$ cat src/rtl/ifu_fetch_buf.sv
// ifu_fetch_buf -- pipelined instruction fetch unit with an in-order buffer.
//
// Accepts fetch PCs, issues AR/R reads to instruction SRAM with up to DEPTH
// reads in flight, and buffers returned instructions (with their PC) in an
// in-order FIFO that feeds the IDU over valid/ready. A flush drops everything
// buffered and every read still in flight.
//
// Optional feature: define IFU_ACCESS_FAULT_EN to report a non-OKAY rresp
// on inst_fault; otherwise rresp is ignored and inst_fault is always 0.
//
// Ports:
//   clk, rst                  clock (rising edge), async active-low reset
//   pc_valid/pc_ready/pc      fetch PC handshake from the PC stage
//   flush                     discard buffered and in-flight fetches
//   IFU_SRAM_araddr/arvalid,
//   SRAM_IFU_arready          read request channel
//   SRAM_IFU_rvalid/rdata/rresp,
//   IFU_SRAM_rready           read data channel
//   valid/ready               instruction handshake to the IDU
//   inst_wire/inst_pc/inst_fault  head entry of the instruction FIFO
module ifu_fetch_buf #(
  parameter int ADDR_W = 32,
  parameter int DATA_W = 32,
  parameter int DEPTH  = 4
) (
  input  logic              clk,
  input  logic              rst,
  input  logic              pc_valid,
  output logic              pc_ready,
  input  logic [ADDR_W-1:0] pc,
  input  logic              flush,
  output logic [ADDR_W-1:0] IFU_SRAM_araddr,
  output logic              IFU_SRAM_arvalid,
  input  logic              SRAM_IFU_arready,
  input  logic              SRAM_IFU_rvalid,
  output logic              IFU_SRAM_rready,
  input  logic [DATA_W-1:0] SRAM_IFU_rdata,
  input  logic [1:0]        SRAM_IFU_rresp,
  output logic              valid,
  input  logic              ready,
  output logic [DATA_W-1:0] inst_wire,
  output logic [ADDR_W-1:0] inst_pc,
  output logic              inst_fault
);
  localparam int PW = $clog2(DEPTH);
  localparam int CW = PW + 1;
  localparam logic [CW:0] DEPTH_C = (CW+1)'(DEPTH);

  typedef struct packed {
    logic [DATA_W-1:0] inst;
    logic [ADDR_W-1:0] pc;
    logic              fault;
  } entry_t;

  entry_t            fifo_q [DEPTH];
  logic [ADDR_W-1:0] pcq_q  [DEPTH];

  logic [PW-1:0]     wptr_q, wptr_d, rptr_q, rptr_d;
  logic [PW-1:0]     pq_wptr_q, pq_wptr_d, pq_rptr_q, pq_rptr_d;
  logic [CW-1:0]     count_q, count_d, out_q, out_d, drop_q, drop_d;
  logic              arvalid_q, arvalid_d;
  logic [ADDR_W-1:0] araddr_q, araddr_d;
  logic              doomed_q, doomed_d;
  logic              live_q;

  logic              ar_hs, r_beat, drop_beat, push_w, pop_w, pq_push, pc_acc;
  logic              beat_fault;
  logic [CW:0]       credit_sum;

`ifdef IFU_ACCESS_FAULT_EN
  assign beat_fault = (SRAM_IFU_rresp != 2'b00);
`else
  logic unused_rresp;
  assign unused_rresp = ^SRAM_IFU_rresp;
  assign beat_fault   = 1'b0;
`endif

  // live_q doubles as rready: low in reset, high from the first clock after.
  assign ar_hs      = arvalid_q & SRAM_IFU_arready;
  assign r_beat     = SRAM_IFU_rvalid & live_q;
  assign drop_beat  = r_beat && (drop_q != '0);
  assign push_w     = r_beat && (drop_q == '0) && !flush;
  assign pop_w      = valid && ready && !flush;
  // A request flushed before its handshake still goes out but must not
  // claim a PC-queue slot; its response is dropped instead.
  assign pq_push    = ar_hs && !doomed_q && !flush;

  // Buffered entries plus reads in flight never exceed DEPTH, so every
  // response has a FIFO slot reserved for it.
  assign credit_sum = {1'b0, count_q} + {1'b0, out_q};
  assign pc_ready   = live_q && !flush && !arvalid_q && (credit_sum < DEPTH_C);
  assign pc_acc     = pc_valid && pc_ready;

  always_comb begin
    arvalid_d = arvalid_q;
    araddr_d  = araddr_q;
    if (ar_hs)  arvalid_d = 1'b0;
    if (pc_acc) begin
      arvalid_d = 1'b1;
      araddr_d  = pc;
    end

    out_d = out_q + CW'(ar_hs) - CW'(r_beat);

    doomed_d = doomed_q;
    if (ar_hs) doomed_d = 1'b0;
    if (flush && arvalid_q && !ar_hs) doomed_d = 1'b1;

    // On flush every read still outstanding after this edge is dropped.
    drop_d = drop_q + CW'(ar_hs && doomed_q) - CW'(drop_beat);
    if (flush) drop_d = out_d;

    count_d   = count_q + CW'(push_w) - CW'(pop_w);
    wptr_d    = wptr_q + PW'(push_w);
    rptr_d    = rptr_q + PW'(pop_w);
    pq_wptr_d = pq_wptr_q + PW'(pq_push);
    pq_rptr_d = pq_rptr_q + PW'(push_w);
    if (flush) begin
      count_d   = '0;
      wptr_d    = '0;
      rptr_d    = '0;
      pq_wptr_d = '0;
      pq_rptr_d = '0;
    end
  end

  always_ff @(posedge clk or negedge rst) begin
    if (!rst) begin
      live_q    <= 1'b0;
      arvalid_q <= 1'b0;
      araddr_q  <= '0;
      doomed_q  <= 1'b0;
      out_q     <= '0;
      drop_q    <= '0;
      count_q   <= '0;
      wptr_q    <= '0;
      rptr_q    <= '0;
      pq_wptr_q <= '0;
      pq_rptr_q <= '0;
    end else begin
      live_q    <= 1'b1;
      arvalid_q <= arvalid_d;
      araddr_q  <= araddr_d;
      doomed_q  <= doomed_d;
      out_q     <= out_d;
      drop_q    <= drop_d;
      count_q   <= count_d;
      wptr_q    <= wptr_d;
      rptr_q    <= rptr_d;
      pq_wptr_q <= pq_wptr_d;
      pq_rptr_q <= pq_rptr_d;
    end
  end

  // Storage needs no reset: outputs are masked while the FIFO is empty.
  always_ff @(posedge clk) begin
    if (push_w)  fifo_q[wptr_q]   <= '{inst: SRAM_IFU_rdata, pc: pcq_q[pq_rptr_q], fault: beat_fault};
    if (pq_push) pcq_q[pq_wptr_q] <= araddr_q;
  end

  assign valid            = (count_q != '0);
  assign inst_wire        = valid ? fifo_q[rptr_q].inst  : '0;
  assign inst_pc          = valid ? fifo_q[rptr_q].pc    : '0;
  assign inst_fault       = valid ? fifo_q[rptr_q].fault : 1'b0;
  assign IFU_SRAM_araddr  = araddr_q;
  assign IFU_SRAM_arvalid = arvalid_q;
  assign IFU_SRAM_rready  = live_q;

endmodule

$ cat config.mk
export PLATFORM = sky130hd
export DESIGN_NAME = ifu_fetch_buf
export DESIGN_NICKNAME = d
export VERILOG_FILES = /design/src/rtl/ifu_fetch_buf.sv
export SDC_FILE = /design/constraint.sdc
export NUM_CORES = 1
export LEC_CHECK = 0
export CAP_MARGIN = 25
export CORE_MARGIN = 5
export CORE_UTILIZATION = 45
export CTS_BUF_LIST = sky130_fd_sc_hd__clkbuf_8 sky130_fd_sc_hd__clkbuf_16
export DETAILED_ROUTE_END_ITERATION = 6
export PLACE_DENSITY = 0.7
export RECOVER_POWER = 100
export REMOVE_ABC_BUFFERS = 1
export SLEW_MARGIN = 25
export SYNTH_ARGS = -nofsm -noshare
export SYNTH_HDL_FRONTEND = slang
export SYNTH_SLANG_ARGS = --single-unit
export TNS_END_PERCENT = 100
$ cat constraint.sdc
create_clock -name clk -period 20 [get_ports clk]
set_input_delay 3 -clock clk [delete_from_list [all_inputs] [get_ports clk]]
set_output_delay 3 -clock clk [all_outputs]
set_load 0.01 [all_outputs]
==> flow_summary.yaml <==
timing:
  max_slew.worst_pin.slew_ns: 3.40
  min_period_ns: 8.23
  final-max-slew-violation-count: 441
  tns_ns: 0
  fmax_mhz: 122
  layout_setup_ws_ns: 11.77
  max-slew-margin-rel_pct: -127
  hold_viol: 0
  period_share_pct: 41.1
  setup_viol: 0
  clock_skew_ns: 0.0144
  rsz0062_at_grt: "false"
global_route:
  grt_overflow_total: 0
  grt_max_degree: 67
  grt_pass1_vias: 8230
  antenna_found_initial: 0
  grt_pass1_wl_um: 48800
  grt.total_usage_pct: 15.5
setup_path:
  crit_top_cell: "dlygate4sd3_1"
  required_ns: 17.00
  crit_buf_inv: 3
  cp_max_fo: 20
  worstPathArrival_ns: 5.23
  r2r_slack_ns: 14.60
  critPathMaxStageDelay_ns: 0.61
  cp_cell_sequence: "dlygate4sd3_1 -> clkbuf_1 -> nor4b_1 -> and3_1 -> dlygate4sd3_1"
  crit_type: "in -> out"
  slowest_stage: "dlygate4sd3_1"
  cp-start-kind: "input port"
  path_delay_family: "buffers and inverters"
  end_kind: "primary output"
drt:
  wl_met2_um: 15800
  wirelength_um: 31600
  top_layer: "met4"
  firstDrtPassIters: 4
  met3WireLength_um: 1660
  drc: 0
  met1_length_um: 13600
  ant_nets: 0
  num_vias: 7688
  viasPerCell: 5.32
  drt_iter0_drc: 281
  wl_per_cell_um: 21.9
power:
  p_per_area_mw_per_mm2: 119
  vdd_drop_max_mv: 0.0987
  p_leak_nw: 6.65
placement:
  gp_congestion: 0.670
  post-place-ws_ns: 12.30
  placed_area_mm2: 0.0189
  dp_hpwl_um: 18000
  io_buffers: 170
synth:
  synth_area_mm2: 0.0167
  synth-seq-cells: 436
  syn_inst: 743
  seq_area_frac_synth_pct: 77.0
  avgSynthCellArea_um2: 22.4
  yosysWarningCount: 0
  synth_cell_types: 32
run_status:
  status: "complete, but fails checks"
  violations: "capacitance limit, slew limit"
clocking:
  numCtsBuffers: 45
  htreeDepth: 2
  clock_sinks: 436
  post_cts_resized: 0
  cts_tree: "built"
  cts-hold-fix-buffers: 0
  path_clk_slew_ns: 0.05
  cts_max_path_buffers: 3
  insertion_delay_ns: 0.54
  root_buffer: "clkbuf_16"
  postCtsSetupBuffers: 0
floorplan:
  core.rowCount: 70
  dieHeight_um: 203
  die_area_mm2: 0.0410
  ioPinCount: 174
  design.core.area_mm2: 0.0366
  initial_core_util_pct: 45.6
  dieWidth_um: 203
final_layout:
  drive_gt1_share_pct: 18.1
  fillers: 2859
  final_cell_mix: "edfxtp_1 (384), mux4_2 (96), clkdlybuf4s50_1 (86), dlygate4sd3_1 (83), and2_0 (50)"
  design_area_mm2: 0.0201
  finalNetCount: 1028
  area_delta_synth_final_pct: 20.8
  final_common_cell: "edfxtp_1"
hold_path:
  hold_path_class: "reg -> reg"
job:
  cap_violations: 12
path summary, 6_finish.rpt:
kind,startpoint,to,cells past startpoint
min,IFU_SRAM_araddr[11],pcq_q[1][11],0
max,flush,pc_ready,5
min reg2reg,IFU_SRAM_araddr[11],pcq_q[1][11],0
min in group asynchronous,rst,IFU_SRAM_araddr[18],2
max reg2reg,drop_q[0],fifo_q[3][24],4
max in group asynchronous,rst,rptr_q[0],2
registers in the layout, indices dropped and copies added (netlist names):
| name | cells |
|---|---|
| fifo_q | 256 |
| pcq_q | 128 |
| IFU_SRAM_araddr | 32 |
| count_q | 3 |
| drop_q | 3 |
| out_q | 3 |
| pq_rptr_q | 2 |
| pq_wptr_q | 2 |
| rptr_q | 2 |
| wptr_q | 2 |
| IFU_SRAM_arvalid | 1 |
| IFU_SRAM_rready | 1 |
| doomed_q | 1 |
metal layers:
| metal | track usage, % | vias up |
|---|---|---|
| li1 | - | 3396 |
| met1 | 21.3 | 4041 |
| met2 | 25.7 | 200 |
| met3 | 3.13 | 51 |
| met4 | 4.05 | 0 |
| met5 | 0 | - |
where the power goes:
group	total (mW)	internal, mW	switching (mW)
Sequential	1.16	1.08	0.0729
Combinational	0.468	0.256	0.212
Clock	0.778	0.456	0.321
Total	2.40	1.80	0.606
cell families after synthesis:
group / count (synthesis) / share of synthesized area [%]
adder cells (fa/ha/maj): 13 / 1.11
other: 2 / 0.0450
AND/OR/NAND/NOR: 99 / 3.74
multiplexers: 133 / 16.1
AO/OA/AOI/OAI: 6 / 0.225
flip-flops: 436 / 77.0
XOR/XNOR: 9 / 0.473
buffers and inverters: 45 / 1.34
synth_stat cells:
| cell type | instances | share of area, % |
|---|---|---|
| conb_1 | 2 | 0.045 |
| inv_1 | 10 | 0.23 |
| dfrtp_1 | 52 | 7.8 |
| ha_1 | 10 | 0.75 |
| nand2_1 | 5 | 0.11 |
| buf_2 | 14 | 0.42 |
| o21ai_0 | 1 | 0.030 |
| nor4bb_1 | 1 | 0.060 |
| and3_1 | 4 | 0.15 |
| mux2_2 | 8 | 0.54 |
| and2_1 | 64 | 2.4 |
| nor2b_1 | 4 | 0.15 |
| nor3b_2 | 1 | 0.075 |
| nor3_1 | 2 | 0.060 |
| nand3_1 | 2 | 0.060 |
| nand4_4 | 1 | 0.13 |
| mux4_2 | 96 | 13 |
| buf_6 | 3 | 0.20 |
| edfxtp_1 | 384 | 69 |
| a31o_2 | 1 | 0.053 |
| nor2_1 | 10 | 0.23 |
| nor3b_1 | 3 | 0.14 |
| clkbuf_1 | 14 | 0.32 |
| buf_4 | 4 | 0.18 |
| xnor2_1 | 7 | 0.37 |
| a21oi_1 | 3 | 0.090 |
| or3_1 | 1 | 0.038 |
| mux2_4 | 29 | 2.6 |
| xor2_1 | 2 | 0.11 |
| fa_1 | 3 | 0.36 |
| nor4b_4 | 1 | 0.14 |
| a311oi_1 | 1 | 0.053 |
final cells by class:
cell class              count  area, um^2  share of cell area [%]
repair buffers            187        1790                    8.90
multi-input cells         262        3480                    17.3
flip-flops and latches    436       12800                    63.8
well taps                 468         586                    2.91
inverters                  10        37.5                   0.186
clock buffers              49        1200                    5.98
clock inverters            31         193                   0.957
diodes                      1        2.50                  0.0124
through the flow:
stage               utilization (%)  cells  hold slack (ns)  power (mW)
floorplan                         -    708            0.495        1.41
global placement               51.7   1360            0.525        1.70
detailed placement             51.7   1360            0.531        1.71
CTS                            55.5   1440            0.549        2.50
global route                   55.0   1443            0.568        2.51
finish                         55.0   1444            0.531        2.40
Note: power is estimated with default switching activity, not from simulation.
